<file path="src/rtl/load_store_unit_if.sv">
// Datapath request/response and data-memory signals of the load/store unit.
// The LSU takes the slave modport; the datapath/memory environment takes master.
interface load_store_unit_if;
    logic        request;
    logic        isStore;
    logic [2:0]  funct3;
    logic [31:0] byteAddress;
    logic [31:0] storeData;
    logic [31:0] loadData;
    logic        busy;
    logic        done;
    logic        fault;
    logic [31:0] memAddress;
    logic [31:0] memWriteData;
    logic        memRead;
    logic        memWrite;
    logic [31:0] memReadData;

    modport master (
        output request, isStore, funct3, byteAddress, storeData, memReadData,
        input  loadData, busy, done, fault, memAddress, memWriteData, memRead, memWrite
    );

    modport slave (
        input  request, isStore, funct3, byteAddress, storeData, memReadData,
        output loadData, busy, done, fault, memAddress, memWriteData, memRead, memWrite
    );
endinterface

</file>
<file path="src/rtl/load_store_unit.sv">
// Byte-addressed RISC-V load/store to word-memory translator; sub-word stores do read-modify-write.
// Latency: fault 1, load/sw 2, sb/sh 3 cycles to done; busy stalls the datapath, requests taken only when idle.
module load_store_unit #(
    parameter int WORD_COUNT = 32
) (
    input  logic             clock,
    input  logic             reset,
    load_store_unit_if.slave bus
);
    localparam logic [31:0] WORD_LIMIT = 32'(WORD_COUNT);

    typedef enum logic [2:0] {
        S_IDLE,
        S_READ,
        S_WRITE,
        S_DONE,
        S_FAULT
    } state_t;

    state_t      state_q;
    logic        is_store_q;
    logic [2:0]  funct3_q;
    logic [1:0]  lane_q;
    logic [15:0] store_low_q;
    logic [31:0] load_data_q;
    logic [31:0] mem_address_q;
    logic [31:0] mem_write_data_q;
    logic        busy_q;
    logic        done_q;
    logic        fault_q;
    logic        mem_read_q;
    logic        mem_write_q;

    logic        req_fault_d;
    logic [7:0]  rd_byte_d;
    logic [15:0] rd_half_d;
    logic [31:0] load_ext_d;
    logic [31:0] merged_d;

    always_comb begin
        req_fault_d = (bus.funct3 == 3'b011) || (bus.funct3[2:1] == 2'b11)
                   || (bus.isStore && bus.funct3[2])
                   || ((bus.funct3[1:0] == 2'b01) && bus.byteAddress[0])
                   || ((bus.funct3 == 3'b010) && (bus.byteAddress[1:0] != 2'b00))
                   || ({2'b00, bus.byteAddress[31:2]} >= WORD_LIMIT);
    end

    // Little-endian lane pick from the word currently being read.
    always_comb begin
        rd_byte_d = bus.memReadData[{lane_q, 3'b000} +: 8];
        rd_half_d = bus.memReadData[{lane_q[1], 4'b0000} +: 16];
        case (funct3_q)
            3'b000:  load_ext_d = {{24{rd_byte_d[7]}}, rd_byte_d};
            3'b100:  load_ext_d = {24'h000000, rd_byte_d};
            3'b001:  load_ext_d = {{16{rd_half_d[15]}}, rd_half_d};
            3'b101:  load_ext_d = {16'h0000, rd_half_d};
            default: load_ext_d = bus.memReadData;
        endcase
    end

    always_comb begin
        merged_d = bus.memReadData;
        if (funct3_q[0]) begin
            merged_d[{lane_q[1], 4'b0000} +: 16] = store_low_q;
        end else begin
            merged_d[{lane_q, 3'b000} +: 8] = store_low_q[7:0];
        end
    end

    always_ff @(posedge clock or negedge reset) begin
        if (!reset) begin
            state_q          <= S_IDLE;
            is_store_q       <= 1'b0;
            funct3_q         <= 3'b000;
            lane_q           <= 2'b00;
            store_low_q      <= 16'h0000;
            load_data_q      <= 32'h0;
            mem_address_q    <= 32'h0;
            mem_write_data_q <= 32'h0;
            busy_q           <= 1'b0;
            done_q           <= 1'b0;
            fault_q          <= 1'b0;
            mem_read_q       <= 1'b0;
            mem_write_q      <= 1'b0;
        end else begin
            case (state_q)
                S_IDLE: begin
                    if (bus.request) begin
                        is_store_q    <= bus.isStore;
                        funct3_q      <= bus.funct3;
                        lane_q        <= bus.byteAddress[1:0];
                        store_low_q   <= bus.storeData[15:0];
                        mem_address_q <= {2'b00, bus.byteAddress[31:2]};
                        busy_q        <= 1'b1;
                        if (req_fault_d) begin
                            state_q <= S_FAULT;
                            done_q  <= 1'b1;
                            fault_q <= 1'b1;
                        end else if (bus.isStore && (bus.funct3 == 3'b010)) begin
                            state_q          <= S_WRITE;
                            mem_write_q      <= 1'b1;
                            mem_write_data_q <= bus.storeData;
                        end else begin
                            state_q    <= S_READ;
                            mem_read_q <= 1'b1;
                        end
                    end
                end
                S_READ: begin
                    mem_read_q <= 1'b0;
                    if (is_store_q) begin
                        state_q          <= S_WRITE;
                        mem_write_q      <= 1'b1;
                        mem_write_data_q <= merged_d;
                    end else begin
                        state_q     <= S_DONE;
                        load_data_q <= load_ext_d;
                        done_q      <= 1'b1;
                    end
                end
                S_WRITE: begin
                    state_q          <= S_DONE;
                    mem_write_q      <= 1'b0;
                    mem_write_data_q <= 32'h0;
                    done_q           <= 1'b1;
                end
                default: begin
                    state_q <= S_IDLE;
                    busy_q  <= 1'b0;
                    done_q  <= 1'b0;
                    fault_q <= 1'b0;
                end
            endcase
        end
    end

    assign bus.loadData     = load_data_q;
    assign bus.busy         = busy_q;
    assign bus.done         = done_q;
    assign bus.fault        = fault_q;
    assign bus.memAddress   = mem_address_q;
    assign bus.memWriteData = mem_write_data_q;
    assign bus.memRead      = mem_read_q;
    assign bus.memWrite     = mem_write_q;
endmodule
</file>
<file path="src/flat_wrapper.sv">
// flat-port wrapper written by rule: the top's interface ports become plain ports
module load_store_unit_flat 
#(
    parameter int WORD_COUNT = 32
)
  (clock, reset, bus_request, bus_isStore, bus_funct3, bus_byteAddress, bus_storeData, bus_memReadData, bus_loadData, bus_busy, bus_done, bus_fault, bus_memAddress, bus_memWriteData, bus_memRead, bus_memWrite);
  load_store_unit_if bus_i ();
  input  logic clock;
  input  logic reset;
  input wire logic [$bits(bus_i.request)-1:0] bus_request;
  input wire logic [$bits(bus_i.isStore)-1:0] bus_isStore;
  input wire logic [$bits(bus_i.funct3)-1:0] bus_funct3;
  input wire logic [$bits(bus_i.byteAddress)-1:0] bus_byteAddress;
  input wire logic [$bits(bus_i.storeData)-1:0] bus_storeData;
  input wire logic [$bits(bus_i.memReadData)-1:0] bus_memReadData;
  output wire logic [$bits(bus_i.loadData)-1:0] bus_loadData;
  output wire logic [$bits(bus_i.busy)-1:0] bus_busy;
  output wire logic [$bits(bus_i.done)-1:0] bus_done;
  output wire logic [$bits(bus_i.fault)-1:0] bus_fault;
  output wire logic [$bits(bus_i.memAddress)-1:0] bus_memAddress;
  output wire logic [$bits(bus_i.memWriteData)-1:0] bus_memWriteData;
  output wire logic [$bits(bus_i.memRead)-1:0] bus_memRead;
  output wire logic [$bits(bus_i.memWrite)-1:0] bus_memWrite;
  assign bus_i.request = bus_request;
  assign bus_i.isStore = bus_isStore;
  assign bus_i.funct3 = bus_funct3;
  assign bus_i.byteAddress = bus_byteAddress;
  assign bus_i.storeData = bus_storeData;
  assign bus_i.memReadData = bus_memReadData;
  assign bus_loadData = bus_i.loadData;
  assign bus_busy = bus_i.busy;
  assign bus_done = bus_i.done;
  assign bus_fault = bus_i.fault;
  assign bus_memAddress = bus_i.memAddress;
  assign bus_memWriteData = bus_i.memWriteData;
  assign bus_memRead = bus_i.memRead;
  assign bus_memWrite = bus_i.memWrite;
  load_store_unit #(.WORD_COUNT(WORD_COUNT)) u_core (.clock(clock), .reset(reset), .bus(bus_i));
endmodule
</file>
<file path="config.mk">
export PLATFORM = sky130hd
export DESIGN_NAME = load_store_unit_flat
export DESIGN_NICKNAME = d
export VERILOG_FILES = /design/src/rtl/load_store_unit_if.sv /design/src/rtl/load_store_unit.sv /design/src/flat_wrapper.sv
export SDC_FILE = /design/constraint.sdc
export NUM_CORES = 1
export LEC_CHECK = 0
export ABC_AREA = 1
export BUFFER_PORTS_ARGS = -buffer_cell sky130_fd_sc_hd__buf_2
export CAP_MARGIN = 10
export CORE_AREA = 3 3 157 129
export DETAILED_ROUTE_END_ITERATION = 16
export DIE_AREA = 0 0 160 132
export GPL_TIMING_DRIVEN = 0
export HOLD_SLACK_MARGIN = 0.05
export SLEW_MARGIN = 15
export SYNTH_ARGS = -nofsm -noshare
export SYNTH_HDL_FRONTEND = slang
export SYNTH_SLANG_ARGS = --single-unit
</file>
<file path="constraint.sdc">
create_clock -name clock -period 2.2 [get_ports clock]
set_input_delay 0.44 -clock clock [delete_from_list [all_inputs] [get_ports clock]]
set_output_delay 0.44 -clock clock [all_outputs]
set_load 0.005 [all_outputs]
</file>
==> impl_metrics.tcl, run 1 <==
set metrics [dict create \
    max_stage_delay_ns 0.39 \
    final_hold_viol_count 0 \
    timing_worst_setup_path_type "flip-flop to flip-flop" \
    holdPathEnd "u_core.bus.memAddress[0]" \
    cp.required_ns 2.56 \
    wire_length_of_the_first_global_routing_pass_um 40100 \
    critPathCaptureType "flip-flop" \
    drtPass1Iterations 5 \
    ir_drop_mv 0.631 \
    fp.dieW_um 160 \
    detail-route-antenna-nets 0 \
    netlist_instances 947 \
    timing.rr.start "u_core.lane_q[1]" \
    switchingPower_w 0.00523 \
    min_path_cells 2 \
    total_of_max_cap_violations 0 \
    hold_ws_ns 0.244 \
    timing_max_transition_violations_final 0 \
    area_growth_pct 29.4 \
    detail_route.wirelength_um 25600 \
    worst-endpoint-arrival_ns 2.45 \
    reg2reg_slack_ns 0.12 \
    crit_family "buffers and inverters" \
    clk_path_buf_depth 2 \
    number_of_buffer_cells_added_on_primary_ports 201 \
    max_clock_freq_mhz 480 \
    first_global_vias 7238 \
    worst_slew_margin_rel_pct 56.2 \
    detail_route.drc_violations 0 \
    actual_transition_at_the_worst_max_transition_pin_ns 0.657 \
    asyncSetResetFlopFracSynth_pct 100 \
    grt_start_max_net_pins 74 \
    worstPathCellList "inv_1, buf_6, buf_8, ha_1, inv_2, clkbuf_8, nand3_1, o21ai_1, nand3_1, nand2_1, nand3_1, nand2_1" \
    ys.warnings.count 0 \
    layout_worst_path_cycle_share_pct 94.6 \
    worstPathMaxFanout 12 \
    grt_overflow_total 0 \
    globalRouteTotalUtil_pct 24.2 \
    netlist_area_um2 7100 \
    root_buffer "clkbuf_16" \
    final-setup-viol-count 0 \
    synth-seq-cells 124 \
    finalWeightedCongestion 0.991 \
    ant_diodes 0 \
    layout.nets 1280 \
    antenna_found_initial 1 \
    unrepaired_setup_endpoints_after_global_routing "yes" \
    synth-seq-area-share_pct 43.7 \
    dp.final_hpwl_um 20100 \
    crit-reg2reg-capture "u_core.bus.memWriteData[31]" \
    power-per-cell-area_nw_per_um2 1410 \
    power.share.sequential_pct 31.6 \
    initialDrtViolationCount 572 \
    final.min_clock_period_ns 2.08 \
    fin_worst_skew_ns 0.00687 \
    pin_count 204 \
    clock_tree_from_tritoncts "yes" \
    fill_cells 1977 \
    swShare_pct 40.4 \
    yosys.cell_types.count 31 \
    floorplan.die_area_um2 21100 \
    hold_path.class "primary input to flip-flop" \
    worst_path_most_repeated_cell "nand3_1" \
    share_clk_of_total_power_pct 24.4 \
    die_height_um 132 \
    min_delay_src "bus_byteAddress[2]" \
    critPathBufInv 5 \
    synth-edff-count 0 \
    startpoint_type "flip-flop" \
    crit_slowest_cell "dfrtp_2" \
    post_route_cells_drive_above_1_share_pct 29.0 \
    rr_worst_depth 12 \
    power_frac_comb_pct 44.0 \
    cts_sinks 124 \
    clock_tree.htree_level_count 4 \
    run_status "finished, final reports clean" \
    cts-buffers-inserted 17 \
    cts.reportedPaths.clkPinSlew_ns 0.06 \
    routed-via-count 7292 \
    drt_via_density 5.05 \
    post_synth.cell_area_avg_um2 7.49 \
    core_um2 18800 \
    total_power_w 0.0130 \
    ys.flop_type "dfrtp_1" \
    clk_latency_ns 0.42 \
    placementRows 45 \
    power_leakage_nw 4.89 \
    power.internal_w 0.00773 \
    wire_per_inst_um 17.7 \
    initial_utilization_pct 37.7 \
]
-- state kept, by name, indices dropped and copies added, names as in the netlist --
name,flops
u_core.bus.done,1
u_core.bus.fault,1
u_core.bus.busy,1
u_core.bus.memRead,1
u_core.state_q,3
u_core.lane_q,2
u_core.bus.loadData,32
u_core.store_low_q,16
u_core.funct3_q,3
u_core.bus.memWriteData,32
u_core.is_store_q,1
u_core.bus.memWrite,1
u_core.bus.memAddress,30
-- power by group through the flow --
| stage | sequential (W) | combinational, W | clock (W) |
|---|---|---|---|
| final | 0.00410 | 0.00570 | 0.00317 |
| after global routing | 0.00425 | 0.00639 | 0.00331 |
| after CTS | 0.00409 | 0.00564 | 0.00323 |
| after detailed placement | 0.00411 | 0.00556 | 0 |
| after global placement | 0.00410 | 0.00549 | 0 |
| after floorplan | 0.00406 | 0.00335 | 0 |
-- cell type report --
type,count,area [um2],area share (%)
timing repair buffer,205,1060,11.6
inverter,85,319,3.47
clock buffer,17,425,4.63
buffer,54,314,3.42
sequential,124,3100,33.8
multi-input combinational,685,3400,37.0
clock inverter,15,234,2.55
tap,258,323,3.52
-- kinds of logic (layout without fill, tap and decap cells) --
family          count (synthesis)  after routing  share of synthesized area [%]
simple gates                  455            455                           27.5
compound gates                191            191                           14.3
buf+inv                       139            376                           8.55
flops                         124            124                           43.7
mux                            32             32                           5.08
fa+ha+maj                       5              5                          0.882
other cells                     1              2                         0.0528
-- through the flow --
stage / setup TNS, ns / utilization [%] / area [um2] / instances / setup slack (ns)
floorplan: 0 / - / 7100 / 948 / 0.222
global placement: -134.41 / 44.8 / 8430 / 1407 / -1.04
detailed placement: -7.42 / 45.0 / 8460 / 1408 / -0.530
CTS: 0 / 48.7 / 9160 / 1443 / 0.0348
global route: -0.0711 / 48.8 / 9180 / 1443 / -0.0358
finish: 0 / 48.8 / 9180 / 1443 / 0.119
-- metal layers --
metal	track usage, %	vias to the layer above	wire length (um)
li1	-	3550	-
met1	34.2	3428	12000
met3	6.72	32	2040
met2	36.8	280	11100
met5	0	-	7
met4	6.17	2	449
-- cell usage after synthesis, types with 3 or more instances --
cell type  count  share of area (%)
nand3_1      106                7.5
o21bai_1       3               0.32
a21oi_1       97                6.8
buf_6          3               0.48
or2_2         25                2.2
clkbuf_1      15               0.79
nor2_2         4               0.35
buf_2         25                1.8
o211ai_1      16                1.7
mux2_2        31                4.9
dfrtp_1      124                 44
ha_1           5               0.88
nand4_1        4               0.35
inv_1         81                4.3
buf_4          8               0.85
nand2_1      277                 15
nor2_1        35                1.9
o21ai_0       71                5.0
-- cells in the final DEF (no fill, tap or decap), drive strengths merged, types with 5 or more instances in the layout --
master / synthesis / routed
nand3: 106 / 106
nand2: 280 / 280
o211ai: 16 / 16
or2: 25 / 25
dfrtp: 124 / 124
mux2: 32 / 32
a21oi: 97 / 97
buf: 38 / 242
nor2: 39 / 39
clkbuf: 16 / 33
o21ai: 72 / 72
bufinv: 0 / 5
ha: 5 / 5
inv: 83 / 88
-- what timing repair did --
item	CTS	global route
hold endpoints to repair	51	0
endpoints found under the setup margin	32	30
resized for setup	7	10
hold buffers	1	0
pin swaps	0	0
buffers inserted	2	0
-- how the worst max path moves through the flow --
stage,start,endpoint,cells past startpoint
2_1_floorplan,u_core.lane_q[1],u_core.bus.memWriteData[14],12
3_3_place_gp,reset,u_core.bus.done,1
3_5_place_dp,u_core.lane_q[1],u_core.bus.memWriteData[31],12
4_1_cts,u_core.lane_q[1],u_core.bus.memWriteData[7],12
5_1_grt,u_core.lane_q[1],u_core.bus.memWriteData[2],12
6_report,u_core.lane_q[1],u_core.bus.memWriteData[31],12
No activity file was read; power rests on OpenSTA's default activity.
==> run 2, diff against run 1 <==
==> constraint.sdc (replaced) <==
create_clock -name clock -period 2 [get_ports clock]
set_input_delay 0.4 -clock clock [delete_from_list [all_inputs] [get_ports clock]]
set_output_delay 0.4 -clock clock [all_outputs]
set_load 0.005 [all_outputs]
==> impl_metrics.tcl, run 2 (synthesis results as in run 1) <==
set metrics [dict create \
    rr_worst_depth 12 \
    pin_count 204 \
    first_global_vias 7250 \
    hold_path.class "primary input to flip-flop" \
    initialDrtViolationCount 554 \
    final-setup-viol-count 0 \
    power_frac_comb_pct 44.4 \
    clk_latency_ns 0.42 \
    min_path_cells 2 \
    initial_utilization_pct 37.7 \
    area_growth_pct 30.0 \
    run_status "finished, final reports clean" \
    max_clock_freq_mhz 514 \
    wire_length_of_the_first_global_routing_pass_um 40200 \
    dp.final_hpwl_um 20100 \
    fill_cells 1973 \
    grt_start_max_net_pins 74 \
    worst_slack_ns 0.0551 \
    root_buffer "clkbuf_16" \
    unrepaired_setup_endpoints_after_global_routing "yes" \
    core_um2 18800 \
    number_of_buffer_cells_added_on_primary_ports 201 \
    placementRows 45 \
    place_ws_ns -0.730 \
    final_hold_viol_count 0 \
    final-seq-area_um2 3110 \
    globalRouteTotalUtil_pct 24.2 \
    final_cell_mix "nand2_1 (276), buf_2 (221), dfrtp_1 (122)" \
    power-per-cell-area_nw_per_um2 1560 \
    routed-via-count 7332 \
    finalWeightedCongestion 0.991 \
    cts_sinks 124 \
    holdPathEnd "u_core.bus.memAddress[0]" \
    clk_path_buf_depth 2 \
    detail-route-antenna-nets 0 \
    drt_via_density 5.08 \
    worst_slew_margin_rel_pct 60.8 \
    swShare_pct 40.4 \
    share_clk_of_total_power_pct 24.2 \
    detail_route.drc_violations 0 \
    grt_overflow_total 0 \
    power_leakage_nw 4.90 \
    antenna_found_initial 1 \
    total_power_w 0.0144 \
    timing_worst_setup_path_type "flip-flop to flip-flop" \
    switchingPower_w 0.00581 \
    ant_diodes 0 \
    timing_max_transition_violations_final 0 \
    worst-endpoint-arrival_ns 2.31 \
    final.min_clock_period_ns 1.94 \
    cts-buffers-inserted 17 \
    floorplan.die_area_um2 21100 \
    fin_worst_skew_ns 0.00737 \
    cp.required_ns 2.36 \
    fp.dieW_um 160 \
    layout.nets 1281 \
    clock_tree_from_tritoncts "yes" \
    power.internal_w 0.00857 \
    cts.reportedPaths.clkPinSlew_ns 0.06 \
    startpoint_type "flip-flop" \
    multi_input_area_um2 3410 \
    critPathCaptureType "flip-flop" \
    worstPathMaxFanout 12 \
    crit-reg2reg-capture "u_core.bus.memWriteData[30]" \
    die_height_um 132 \
    drtPass1Iterations 5 \
    final_common_cell "nand2_1" \
    timing.rr.start "u_core.lane_q[1]" \
    reg2reg_slack_ns 0.06 \
    detail_route.wirelength_um 25700 \
    total_of_max_cap_violations 0 \
    power.share.sequential_pct 31.4 \
    critPathLaunch "u_core.lane_q[1]" \
    post_route_cells_drive_above_1_share_pct 29.8 \
    wire_per_inst_um 17.8 \
    layout_worst_path_cycle_share_pct 97.2 \
    min_delay_src "bus_byteAddress[2]" \
    actual_transition_at_the_worst_max_transition_pin_ns 0.589 \
    ir_drop_mv 0.695 \
    clock_tree.htree_level_count 4 \
]
-- run 2: cell count changes in the layout (fill, tap and decap cells not counted), moves of 2 or more --
cell,before,now
o21ai_0,67,60
o21ai_1,5,12
inv_1,80,77
inv_2,3,6
buf_1,2,0
buf_2,223,221
clkbuf_4,0,2
-- run 2: power groups by stage --
stage	Combinational, W	Clock, W	Sequential, W
after floorplan	0.00369	0	0.00447
after global placement	0.00604	0	0.00451
after detailed placement	0.00611	0	0.00452
after CTS	0.00627	0.00355	0.00450
after global routing	0.00713	0.00364	0.00468
final	0.00638	0.00348	0.00451
-- run 2: how the worst max path moves through the flow --
stage,endpoint,depth (start not counted)
5_1_grt,u_core.bus.memWriteData[30],12
3_3_place_gp,u_core.bus.done,1
2_1_floorplan,u_core.bus.memWriteData[14],12
6_report,u_core.bus.memWriteData[30],12
3_5_place_dp,u_core.bus.memWriteData[31],12
4_1_cts,u_core.bus.memWriteData[7],12
-- run 2: final cells by class --
class                           count  share of cell area [%]
Multi-Input combinational cell    685                    37.0
Timing Repair Buffer              206                    11.7
Clock buffer                       17                    4.61
Buffer                             54                    3.57
Inverter                           85                    3.50
Tap cell                          258                    3.50
Sequential cell                   124                    33.6
Clock inverter                     15                    2.54
-- run 2: worst max-delay path, stage by stage, from the launching register on --
cell and delay, ns:
dfrtp_2 0.40, inv_2 0.07, buf_6 0.14, buf_12 0.15, ha_1 0.21, inv_2 0.08, clkbuf_8 0.16, nand3_1 0.14
o21ai_1 0.17, nand3_1 0.14, nand2_1 0.09, nand3_1 0.07, nand2_1 0.07
-- run 2: per-stage QoR --
stage	area [um2]	setup TNS (ns)	std cells	hold slack [ns]	util, %
3_3_place_gp	8430	-160.66	1407	0.452	44.8
4_1_cts	9190	0	1444	0.191	48.9
2_1_floorplan	7100	0	948	0.104	-
5_1_grt	9230	-0.0427	1444	0.192	49.1
3_5_place_dp	8460	-13.86	1408	0.383	45.0
6_report	9230	0	1444	0.206	49.1
-- run 2: what timing repair did --
item / 4_1_cts / 5_1_grt
gates resized for setup: 16 / 22
endpoints found under the hold margin: 51 / 0
endpoints found under the setup margin: 33 / 47
hold buffers: 1 / 0
gates cloned: 0 / 0
buffers inserted: 3 / 0
-- run 2: layer usage --
metal | global-route usage [%] | part of all wire, %
met5 | 0 | 0.027
met3 | 6.85 | 8.5
met4 | 6.17 | 1.6
met2 | 36.8 | 43
met1 | 34.2 | 46
